$ cat config.mk
export PLATFORM = sky130hd
export DESIGN_NAME = fifo_rd_ctrl_flat
export DESIGN_NICKNAME = d
export VERILOG_FILES = /design/src/rtl/fifo_pkg.sv /design/src/rtl/fifo_rd_ctrl_if.sv /design/src/rtl/sync_2ff.sv /design/src/rtl/fifo_rd_ctrl.sv /design/src/flat_wrapper.sv
export SDC_FILE = /design/constraint.sdc
export NUM_CORES = 1
export LEC_CHECK = 0
export CORE_AREA = 8 8 209 211
export CTS_CLUSTER_SIZE = 24
export DETAILED_ROUTE_END_ITERATION = 8
export DIE_AREA = 0 0 217 219
export SETUP_SLACK_MARGIN = 0.4
export SYNTH_ARGS = -nofsm -noshare
export SYNTH_HDL_FRONTEND = slang
export SYNTH_HIERARCHICAL = 1
export SYNTH_SLANG_ARGS = --single-unit
export TNS_END_PERCENT = 20
$ cat constraint.sdc
create_clock -name clk_i -period 3.75 [get_ports clk_i]
set_clock_uncertainty 0.05 [all_clocks]
set_input_delay 0.5625 -clock clk_i [delete_from_list [all_inputs] [get_ports clk_i]]
set_output_delay 0.5625 -clock clk_i [all_outputs]
set_load 0.01 [all_outputs]
$ cat src/rtl/fifo_pkg.sv
// Shared definitions for the dual-clock FIFO: default geometry and the
// Gray/binary conversion helpers used by both the read and write sides.
package fifo_pkg;

  // Default word width (one TX block) and address width (depth 32).
  localparam int FIFO_DATASIZE = 264;
  localparam int FIFO_ADDRSIZE = 5;

  // The helpers work on a 32-bit container. Zero-extending a narrower
  // pointer leaves its conversion unchanged, so any width up to 32 is
  // handled by size-casting the argument in and the result back out.
  localparam int GRAY_MAX_W = 32;

  function automatic logic [GRAY_MAX_W-1:0] bin2gray(input logic [GRAY_MAX_W-1:0] b);
    return (b >> 1) ^ b;
  endfunction

  function automatic logic [GRAY_MAX_W-1:0] gray2bin(input logic [GRAY_MAX_W-1:0] g);
    logic [GRAY_MAX_W-1:0] b;
    b[GRAY_MAX_W-1] = g[GRAY_MAX_W-1];
    for (int i = GRAY_MAX_W - 2; i >= 0; i--) begin
      b[i] = b[i+1] ^ g[i];
    end
    return b;
  endfunction

endpackage

$ cat src/rtl/fifo_rd_ctrl_if.sv
// Read-side FIFO bundle: pointers and memory port towards the FIFO core,
// plus the first-word-fall-through valid/ready output stream.
interface fifo_rd_ctrl_if
  import fifo_pkg::*;
#(
  parameter int DATASIZE = FIFO_DATASIZE,
  parameter int ADDRSIZE = FIFO_ADDRSIZE
);

  logic [ADDRSIZE:0]   wptr;        // Gray write pointer, write-clock domain
  logic [DATASIZE-1:0] rdata;       // combinational mem[raddr]
  logic [ADDRSIZE-1:0] raddr;
  logic [ADDRSIZE:0]   rptr;        // Gray read pointer for the write side
  logic                rempty;
  logic [DATASIZE-1:0] dout;
  logic                dout_valid;
  logic                dout_ready;
  logic [ADDRSIZE:0]   rlevel;

  // The read controller drives the pointer/status/stream side.
  modport master (
    input  wptr, rdata, dout_ready,
    output raddr, rptr, rempty, dout, dout_valid, rlevel
  );

  // The surrounding memory, write side and downstream consumer.
  modport slave (
    output wptr, rdata, dout_ready,
    input  raddr, rptr, rempty, dout, dout_valid, rlevel
  );

endinterface

$ cat src/rtl/sync_2ff.sv
// Two-flop synchroniser for multi-bit Gray pointers crossing clock domains.
// The input goes straight into the first flop with no logic in front of it.
module sync_2ff #(
  parameter int WIDTH = 1
) (
  input  logic             clk_i,
  input  logic             srst_i,
  input  logic [WIDTH-1:0] d_i,
  output logic [WIDTH-1:0] q_o
);

  logic [WIDTH-1:0] q1_q;
  logic [WIDTH-1:0] q2_q;

  // Shift the asynchronous input through two stages.
  always_ff @(posedge clk_i) begin
    if (srst_i) begin
      q1_q <= '0;
      q2_q <= '0;
    end else begin
      q1_q <= d_i;
      q2_q <= q1_q;
    end
  end

  assign q_o = q2_q;

endmodule

$ cat src/rtl/fifo_rd_ctrl.sv
// Read-side controller of the PCS TX dual-clock FIFO. Keeps the read
// pointer and empty flag, and prefetches one word into an output register
// so downstream sees a first-word-fall-through valid/ready stream.
module fifo_rd_ctrl
  import fifo_pkg::*;
#(
  parameter int DATASIZE = FIFO_DATASIZE,
  parameter int ADDRSIZE = FIFO_ADDRSIZE
) (
  input  logic           clk_i,
  input  logic           srst_i,
  fifo_rd_ctrl_if.master bus
);

  localparam int PW = ADDRSIZE + 1;

  logic [PW-1:0]       rq2_wptr;
  logic [PW-1:0]       rbin_q,       rbin_d;
  logic [PW-1:0]       rptr_q,       rptr_d;
  logic                rempty_q,     rempty_d;
  logic [DATASIZE-1:0] dout_q,       dout_d;
  logic                dout_valid_q, dout_valid_d;
  logic [PW-1:0]       rlevel_q,     rlevel_d;
  logic                rinc;

  sync_2ff #(.WIDTH(PW)) u_wptr_sync (
    .clk_i  (clk_i),
    .srst_i (srst_i),
    .d_i    (bus.wptr),
    .q_o    (rq2_wptr)
  );

  // Next-state: read when memory holds data and the output slot is free or
  // being drained this cycle; empty/level are judged against the next pointer.
  always_comb begin
    rinc         = !rempty_q && (!dout_valid_q || bus.dout_ready);
    rbin_d       = rbin_q + {{(PW-1){1'b0}}, rinc};
    rptr_d       = PW'(bin2gray(GRAY_MAX_W'(rbin_d)));
    rempty_d     = (rptr_d == rq2_wptr);
    rlevel_d     = PW'(gray2bin(GRAY_MAX_W'(rq2_wptr))) - rbin_d;
    dout_d       = dout_q;
    dout_valid_d = dout_valid_q;
    if (rinc) begin
      // Refill, possibly in the same cycle the old word is accepted.
      dout_d       = bus.rdata;
      dout_valid_d = 1'b1;
    end else if (dout_valid_q && bus.dout_ready) begin
      dout_valid_d = 1'b0;
    end
  end

  // State registers; reset discards any held word.
  always_ff @(posedge clk_i) begin
    if (srst_i) begin
      rbin_q       <= '0;
      rptr_q       <= '0;
      rempty_q     <= 1'b1;
      dout_q       <= '0;
      dout_valid_q <= 1'b0;
      rlevel_q     <= '0;
    end else begin
      rbin_q       <= rbin_d;
      rptr_q       <= rptr_d;
      rempty_q     <= rempty_d;
      dout_q       <= dout_d;
      dout_valid_q <= dout_valid_d;
      rlevel_q     <= rlevel_d;
    end
  end

  assign bus.raddr      = rbin_q[ADDRSIZE-1:0];
  assign bus.rptr       = rptr_q;
  assign bus.rempty     = rempty_q;
  assign bus.dout       = dout_q;
  assign bus.dout_valid = dout_valid_q;
  assign bus.rlevel     = rlevel_q;

endmodule
$ cat src/flat_wrapper.sv
// flat-port wrapper written by rule: the top's interface ports become plain ports
module fifo_rd_ctrl_flat import fifo_pkg::*;
#(
  parameter int DATASIZE = FIFO_DATASIZE,
  parameter int ADDRSIZE = FIFO_ADDRSIZE
)
  (clk_i, srst_i, bus_wptr, bus_rdata, bus_dout_ready, bus_raddr, bus_rptr, bus_rempty, bus_dout, bus_dout_valid, bus_rlevel);
  fifo_rd_ctrl_if #(.DATASIZE(DATASIZE), .ADDRSIZE(ADDRSIZE)) bus_i ();
  input  logic clk_i;
  input  logic srst_i;
  input wire logic [$bits(bus_i.wptr)-1:0] bus_wptr;
  input wire logic [$bits(bus_i.rdata)-1:0] bus_rdata;
  input wire logic [$bits(bus_i.dout_ready)-1:0] bus_dout_ready;
  output wire logic [$bits(bus_i.raddr)-1:0] bus_raddr;
  output wire logic [$bits(bus_i.rptr)-1:0] bus_rptr;
  output wire logic [$bits(bus_i.rempty)-1:0] bus_rempty;
  output wire logic [$bits(bus_i.dout)-1:0] bus_dout;
  output wire logic [$bits(bus_i.dout_valid)-1:0] bus_dout_valid;
  output wire logic [$bits(bus_i.rlevel)-1:0] bus_rlevel;
  assign bus_i.wptr = bus_wptr;
  assign bus_i.rdata = bus_rdata;
  assign bus_i.dout_ready = bus_dout_ready;
  assign bus_raddr = bus_i.raddr;
  assign bus_rptr = bus_i.rptr;
  assign bus_rempty = bus_i.rempty;
  assign bus_dout = bus_i.dout;
  assign bus_dout_valid = bus_i.dout_valid;
  assign bus_rlevel = bus_i.rlevel;
  fifo_rd_ctrl #(.DATASIZE(DATASIZE), .ADDRSIZE(ADDRSIZE)) u_core (.clk_i(clk_i), .srst_i(srst_i), .bus(bus_i));
endmodule
==> flow_metrics.env <==
export IMPL_status="complete, no violations"
export IMPL_htree_levels=2
export IMPL_clk_latency_ns=0.52
export IMPL_critical_path_depth=12
export IMPL_die_height_um=219
export IMPL_post_synth_xor_area_fraction_pct=2.22
export IMPL_syn_inst=1294
export IMPL_grt_start_max_net_pins=183
export IMPL_route_detailed_wl_per_inst_um=17.6
export IMPL_max_freq_ghz=0.309
export IMPL_setup_worst_path_end="u_core/bus.rlevel[4]$_SDFF_PP0_"
export IMPL_timing_critical_path_from="u_core/u_wptr_sync/q_o[3]$_SDFF_PP0_"
export IMPL_clk_pin_slew_worst_paths_ns=0.05
export IMPL_cts_root_buffer="sky130_fd_sc_hd__clkbuf_16"
export IMPL_post_synth_top_area_cell="sky130_fd_sc_hd__dfxtp_1"
export IMPL_seq_area_frac_synth_pct=56.7
export IMPL_unrepaired_setup_endpoints_after_global_routing="yes"
export IMPL_slowest_delay_ns=0.49
export IMPL_synth_edf_count=0
export IMPL_synthesis_area_um2=10400
export IMPL_fp_dieW_um=217
export IMPL_leakage_nw=6.49
export IMPL_grt_pass1_vias=10193
export IMPL_synth_yosys_warnings=6
export IMPL_place_inst=2310
export IMPL_worstPathBufferInverterCount=0
export IMPL_finalCriticalPeriod_ns=3.24
export IMPL_crit_family="XOR/XNOR gates"
export IMPL_net_count_after_synthesis=1572
export IMPL_synth_top_cells_by_area="sky130_fd_sc_hd__dfxtp_1, sky130_fd_sc_hd__nand2_1, sky130_fd_sc_hd__a21oi_1, sky130_fd_sc_hd__clkbuf_1, sky130_fd_sc_hd__xnor2_1"
export IMPL_grt_usage_pct=16.3
export IMPL_synth_compound_area_share_pct=14.3
export IMPL_min_period_over_period_pct=86.4
export IMPL_r2r_end="u_core/bus.rlevel[4]$_SDFF_PP0_"
export IMPL_critPathMaxFanout=6
export IMPL_post_synth_fa_ha_maj_area_fraction_pct=0.769
export IMPL_grt_overflow_total=0
export IMPL_number_of_antenna_violations_at_the_first_check_in_global_routing=4
export IMPL_dp_final_hpwl_mm=30.3
export IMPL_finalCoreUtilization_pct=43.6
export IMPL_clock_tree_buffer_depth=3
export IMPL_sum_neg_setup_slack_ns=0
export IMPL_fillerInstances=4050
export IMPL_finalNonFillerCells=2369
export IMPL_postRouteAntennaNets=0
export IMPL_routabilityCongestion=0.829
export IMPL_detail_route_drc_violations=0
export IMPL_tritoncts_buffers=35
export IMPL_power_per_cell_area_nw_per_um2=553
export IMPL_ir_drop_v=0.000362
export IMPL_core_area_um2=40400
export IMPL_dpl_cell_area_um2=16500
export IMPL_required_ns=4.08
export IMPL_initial_utilization_pct=25.8
export IMPL_worst_r2r_path_depth=12
export IMPL_vias_per_cell=4.45
export IMPL_slowest_cell_on_crit_path="sky130_fd_sc_hd__xnor3_2"
export IMPL_synthToLayoutAreaGrowth_pct=69.2
export IMPL_synth_cell_types=42
export IMPL_io_pin_count=556
export IMPL_final_max_slew_viol_count=0
export IMPL_tritoncts_clock_tree="done"
export IMPL_synth_simple_gate_area_share_pct=22.2
export IMPL_grt_first_pass_wirelength_mm=61.2
export IMPL_drt_pre_antenna_iters=5
export IMPL_vias=10536
export IMPL_cts_num_sinks=295
export IMPL_timing_rr_start="u_core/u_wptr_sync/q_o[3]$_SDFF_PP0_"
export IMPL_synthesis_area_per_instance_um2=8.05
export IMPL_postLayoutCellArea_um2=17600
export IMPL_report_final_hold_viol_count=0
export IMPL_cts_hold_buf=0
export IMPL_hold_path_class="reg -> reg"
export IMPL_synthMuxAreaShare_pct=0.240
export IMPL_dominantRegCellSynth="sky130_fd_sc_hd__dfxtp_1"
export IMPL_synth_top_family_by_area="simple AND/OR/NAND/NOR gates"
export IMPL_ff2ff_setup_slack_ns=0.51
export IMPL_layout_nets=2095
export IMPL_proportion_of_layout_cells_with_a_drive_suffix_above_1_pct=5.34
export IMPL_port_buffer_count=555
export IMPL_detail_route_wirelength_mm=41.7
export IMPL_postSynth_asyncResetShare_pct=0
export IMPL_core_rowCount=74
export IMPL_area_share_of_the_largest_cell_type_after_synthesis_pct=56.7
export IMPL_worstSetupStartpointType="register"
export IMPL_critPathArrivalTime_ns=3.57
export IMPL_maxCapViolations=0
export IMPL_synth_ff_latch_count=295
export IMPL_critPathCaptureType="register"
export IMPL_setup_violations=0
export IMPL_die_area_um2=47500
export IMPL_timing_critical_path_cells="xnor3_2 -> xor2_4 -> xor2_2 -> xor2_1 -> ha_1 -> fa_1 -> maj3_1 -> nand3_1 -> o31ai_1 -> o21ai_1 -> xnor2_1 -> nor2_1"
export IMPL_slew_headroom_pct=30.8
export IMPL_worst_max_slew_pin_slew_ns=1.04
export IMPL_drt_iter0_drc=538
export IMPL_path_class="reg -> reg"
==> power by group <==
group	switching [mW]	internal, mW
Clock	1.28	1.92
Combinational	1.42	1.35
Sequential	0.211	3.57
Total	2.91	6.84
==> layout by cell type, fill, tap and decap left out, types with 3 or more instances in the layout <==
master                            instances
sky130_fd_sc_hd__a21oi_1                268
sky130_fd_sc_hd__diode_2                  3
sky130_fd_sc_hd__dfxtp_1                294
sky130_fd_sc_hd__clkbuf_1                 8
sky130_fd_sc_hd__xor2_1                   7
sky130_fd_sc_hd__nor3_1                   4
sky130_fd_sc_hd__xnor2_1                 12
sky130_fd_sc_hd__buf_4                   20
sky130_fd_sc_hd__buf_12                   3
sky130_fd_sc_hd__nand3_1                  5
sky130_fd_sc_hd__nor2_1                  20
sky130_fd_sc_hd__clkbuf_16               37
sky130_fd_sc_hd__clkbuf_8                 7
sky130_fd_sc_hd__inv_1                    3
sky130_fd_sc_hd__nor2b_2                  9
sky130_fd_sc_hd__nand2_1                538
sky130_fd_sc_hd__clkdlybuf4s50_1        554
==> metal layers <==
layer / track usage (%) / routed length [µm] / up-vias
li1: - / - / 5197
met1: 18.0 / 16000 / 4819
met2: 26.5 / 19500 / 467
met3: 8.85 / 5220 / 51
met4: 5.32 / 995 / 2
met5: 0 / 10 / -
==> worst min-delay path by stage <==
stage                                           from                              endpoint  slack (ns)  cells past startpoint
3_5_place_dp   u_core/u_wptr_sync/q1_q[4]$_SDFF_PP0_  u_core/u_wptr_sync/q_o[4]$_SDFF_PP0_        0.38                      1
5_1_grt        u_core/u_wptr_sync/q1_q[1]$_SDFF_PP0_  u_core/u_wptr_sync/q_o[1]$_SDFF_PP0_        0.40                      1
6_report       u_core/u_wptr_sync/q1_q[3]$_SDFF_PP0_  u_core/u_wptr_sync/q_o[3]$_SDFF_PP0_        0.38                      1
3_3_place_gp   u_core/u_wptr_sync/q1_q[1]$_SDFF_PP0_  u_core/u_wptr_sync/q_o[1]$_SDFF_PP0_        0.37                      1
2_1_floorplan  u_core/u_wptr_sync/q1_q[0]$_SDFF_PP0_  u_core/u_wptr_sync/q_o[0]$_SDFF_PP0_        0.36                      1
4_1_cts        u_core/u_wptr_sync/q1_q[0]$_SDFF_PP0_  u_core/u_wptr_sync/q_o[0]$_SDFF_PP0_        0.39                      1
==> final cells by class <==
class	count	area [µm²]	area share, %
sequential	295	5910	33.5
timing repair buffer	578	5770	32.8
multi-input combinational	903	4180	23.7
clock buffer	52	1050	5.97
tap	532	666	3.78
inverter	4	22.5	0.128
clock inverter	2	10.0	0.0568
antenna	3	7.51	0.0426
==> synth_stat cells, drive strengths merged (2+ instances only) <==
library cell  number
nand2            538
dfxtp            295
a21oi            268
clkbuf            82
nor2              21
nor2b             13
xnor2             13
buf               10
xor2               9
nand3              5
nor3               5
ha                 4
inv                4
o21ai              4
a211oi             2
and2b              2
nand2b             2
==> cell families (layout without fill, tap and decap cells) <==
family | after synthesis | after routing
other | 0 | 3
DFF | 295 | 295
AOI/OAI and AO/OA | 284 | 284
and+or+nand+nor | 588 | 588
buffers and inverters | 96 | 636
muxes | 2 | 2
adders and majority gates | 6 | 6
xor gates and xnor gates | 23 | 23
==> timing repair <==
| action | in CTS | in global routing |
|---|---|---|
| pin swaps | 1 | 4 |
| setup buffers | 1 | 1 |
| endpoints found under the setup margin | 2 | 2 |
| resized for setup | 2 | 4 |
==> metrics by stage <==
stage / hold WS (ns) / total power [mW] / setup WS (ns)
after detailed placement: 0.379 / 6.63 / 0.0683
after CTS: 0.393 / 9.91 / 0.422
after global routing: 0.402 / 10.3 / 0.393
after floorplan: 0.365 / 5.11 / 0.401
final: 0.382 / 9.74 / 0.511
after global placement: 0.374 / 6.59 / 0.111
==> flip-flops by register name (all words and copies together), names as in the netlist <==
name / cells
u_core/bus.rlevel: 6
u_core/bus.dout: 264
u_core/bus.dout_valid: 1
u_core/u_wptr_sync/q_o: 6
u_core/u_wptr_sync/q1_q: 6
u_core/bus.rempty: 1
u_core/rbin_q: 6
u_core/bus.rptr: 5
Note: power is estimated with default switching activity, not from simulation.
==> edit (same settings) <==
Take the reset off `dout_q` and load it in a clocked block of its own.
--- a/src/rtl/fifo_rd_ctrl.sv
+++ b/src/rtl/fifo_rd_ctrl.sv
@@ -57,3 +57,2 @@
       rempty_q     <= 1'b1;
-      dout_q       <= '0;
       dout_valid_q <= 1'b0;
@@ -64,3 +63,2 @@
       rempty_q     <= rempty_d;
-      dout_q       <= dout_d;
       dout_valid_q <= dout_valid_d;
@@ -68,2 +66,6 @@
     end
+  end
+
+  always_ff @(posedge clk_i) begin
+    dout_q <= dout_d;
   end
Formal check against the unedited RTL: not equivalent (Yosys sat finds a counterexample within 4 cycles, from zero or initial values and one cycle with srst_i high).
==> edit against the unedited design <==
Hold slack better by 0.0065 ns. Design area down 2.9%. Worst setup slack worse by 0.013 ns. Die area unchanged. Synthesized area down 8.9%. Sequential cell count unchanged. Power up 2.7%. Routed wire length down 18%. Critical path type unchanged. Critical endpoint is now u_core/bus.rlevel[5]$_SDFF_PP0_. Highest routed layer unchanged.
==> edit: results (changes against the unedited design) <==
first-pass GRT wire length 46290 µm (was 61180 µm); placed insts 1502 (was 2310); Crit. Startpoint u_core/u_wptr_sync/q_o[5]$_SDFF_PP0_ (was u_core/u_wptr_sync/q_o[3]$_SDFF_PP0_); metal2 WL 17350 µm (was 19460 µm); number of vias per cell 3.866 (was 4.447); peak supply drop 0.0003286 V (was 0.0003615 V); dpl cell area 15870 µm² (was 16510 µm²); layout cell share with drive strength beyond 1 10.42% (was 5.344%); met2 capacity usage during global routing 22.90% (was 26.46%); Distinct cells, synth 46 (was 42); adder-cell share of the synthesized area 0.8443% (was 0.7690%); sequential fraction of the synthesis area 90.13% (was 56.71%); routed wl met3 3747 µm (was 5222 µm); cts repair resizes 1 (was 2); mux share of post-synthesis cell area 0.4222% (was 0.2403%); M1 GR Usage 13.99% (was 18.02%); most instantiated cells after synthesis 264 x edfxtp_1, 31 x dfxtp_1, 21 x nor2_1 (was 538 x nand2_1, 295 x dfxtp_1, 268 x a21oi_1); Pint 0.007521 W (was 0.006837 W); largest net degree at the start of global routing 145 (was 183); Worst Setup EP u_core/bus.rlevel[5]$_SDFF_PP0_ (was u_core/bus.rlevel[4]$_SDFF_PP0_); Syn Area/Cell 23.02 µm² (was 8.048 µm²); RD Place Congestion 0.8398 (was 0.8294); status finished, final reports clean (unchanged); M3 GR Usage 6.733% (was 8.853%); Post-Synth XOR/XNOR Area 2.863% (was 2.223%); Logic pwr share 22.1% (was 28.4%)
edit: changes by cell type in the layout (fill, tap and decap cells not counted), sizes merged, moves of 4 or more:
cell    delta
nand2    -532
dfxtp    -264
edfxtp   +264
a21oi    -261
buf       -13
clkinv    +12
clkbuf    -11
bufinv     +4
edit: how the worst min path moves through the flow:
stage / startpoint / depth (start not counted) / slack (ns) / endpoint
after floorplan: u_core/u_wptr_sync/q1_q[0]$_SDFF_PP0_ / 1 / 0.36 / u_core/u_wptr_sync/q_o[0]$_SDFF_PP0_
after global placement: u_core/u_wptr_sync/q1_q[0]$_SDFF_PP0_ / 1 / 0.37 / u_core/u_wptr_sync/q_o[0]$_SDFF_PP0_
after detailed placement: u_core/u_wptr_sync/q1_q[2]$_SDFF_PP0_ / 1 / 0.38 / u_core/u_wptr_sync/q_o[2]$_SDFF_PP0_
after CTS: u_core/u_wptr_sync/q1_q[1]$_SDFF_PP0_ / 1 / 0.40 / u_core/u_wptr_sync/q_o[1]$_SDFF_PP0_
after global routing: u_core/u_wptr_sync/q1_q[1]$_SDFF_PP0_ / 1 / 0.40 / u_core/u_wptr_sync/q_o[1]$_SDFF_PP0_
final: u_core/u_wptr_sync/q1_q[1]$_SDFF_PP0_ / 1 / 0.39 / u_core/u_wptr_sync/q_o[1]$_SDFF_PP0_
edit: final cells by class:
class,instances,area (µm²)
clock inverters,21,207.7
fillers,3676,23270
flip-flops and latches,295,8554
clock buffers,41,940.9
multi-input cells,108,1055
well taps,532,665.6
diodes,3,7.507
inverters,5,21.27
repair buffers,566,5650
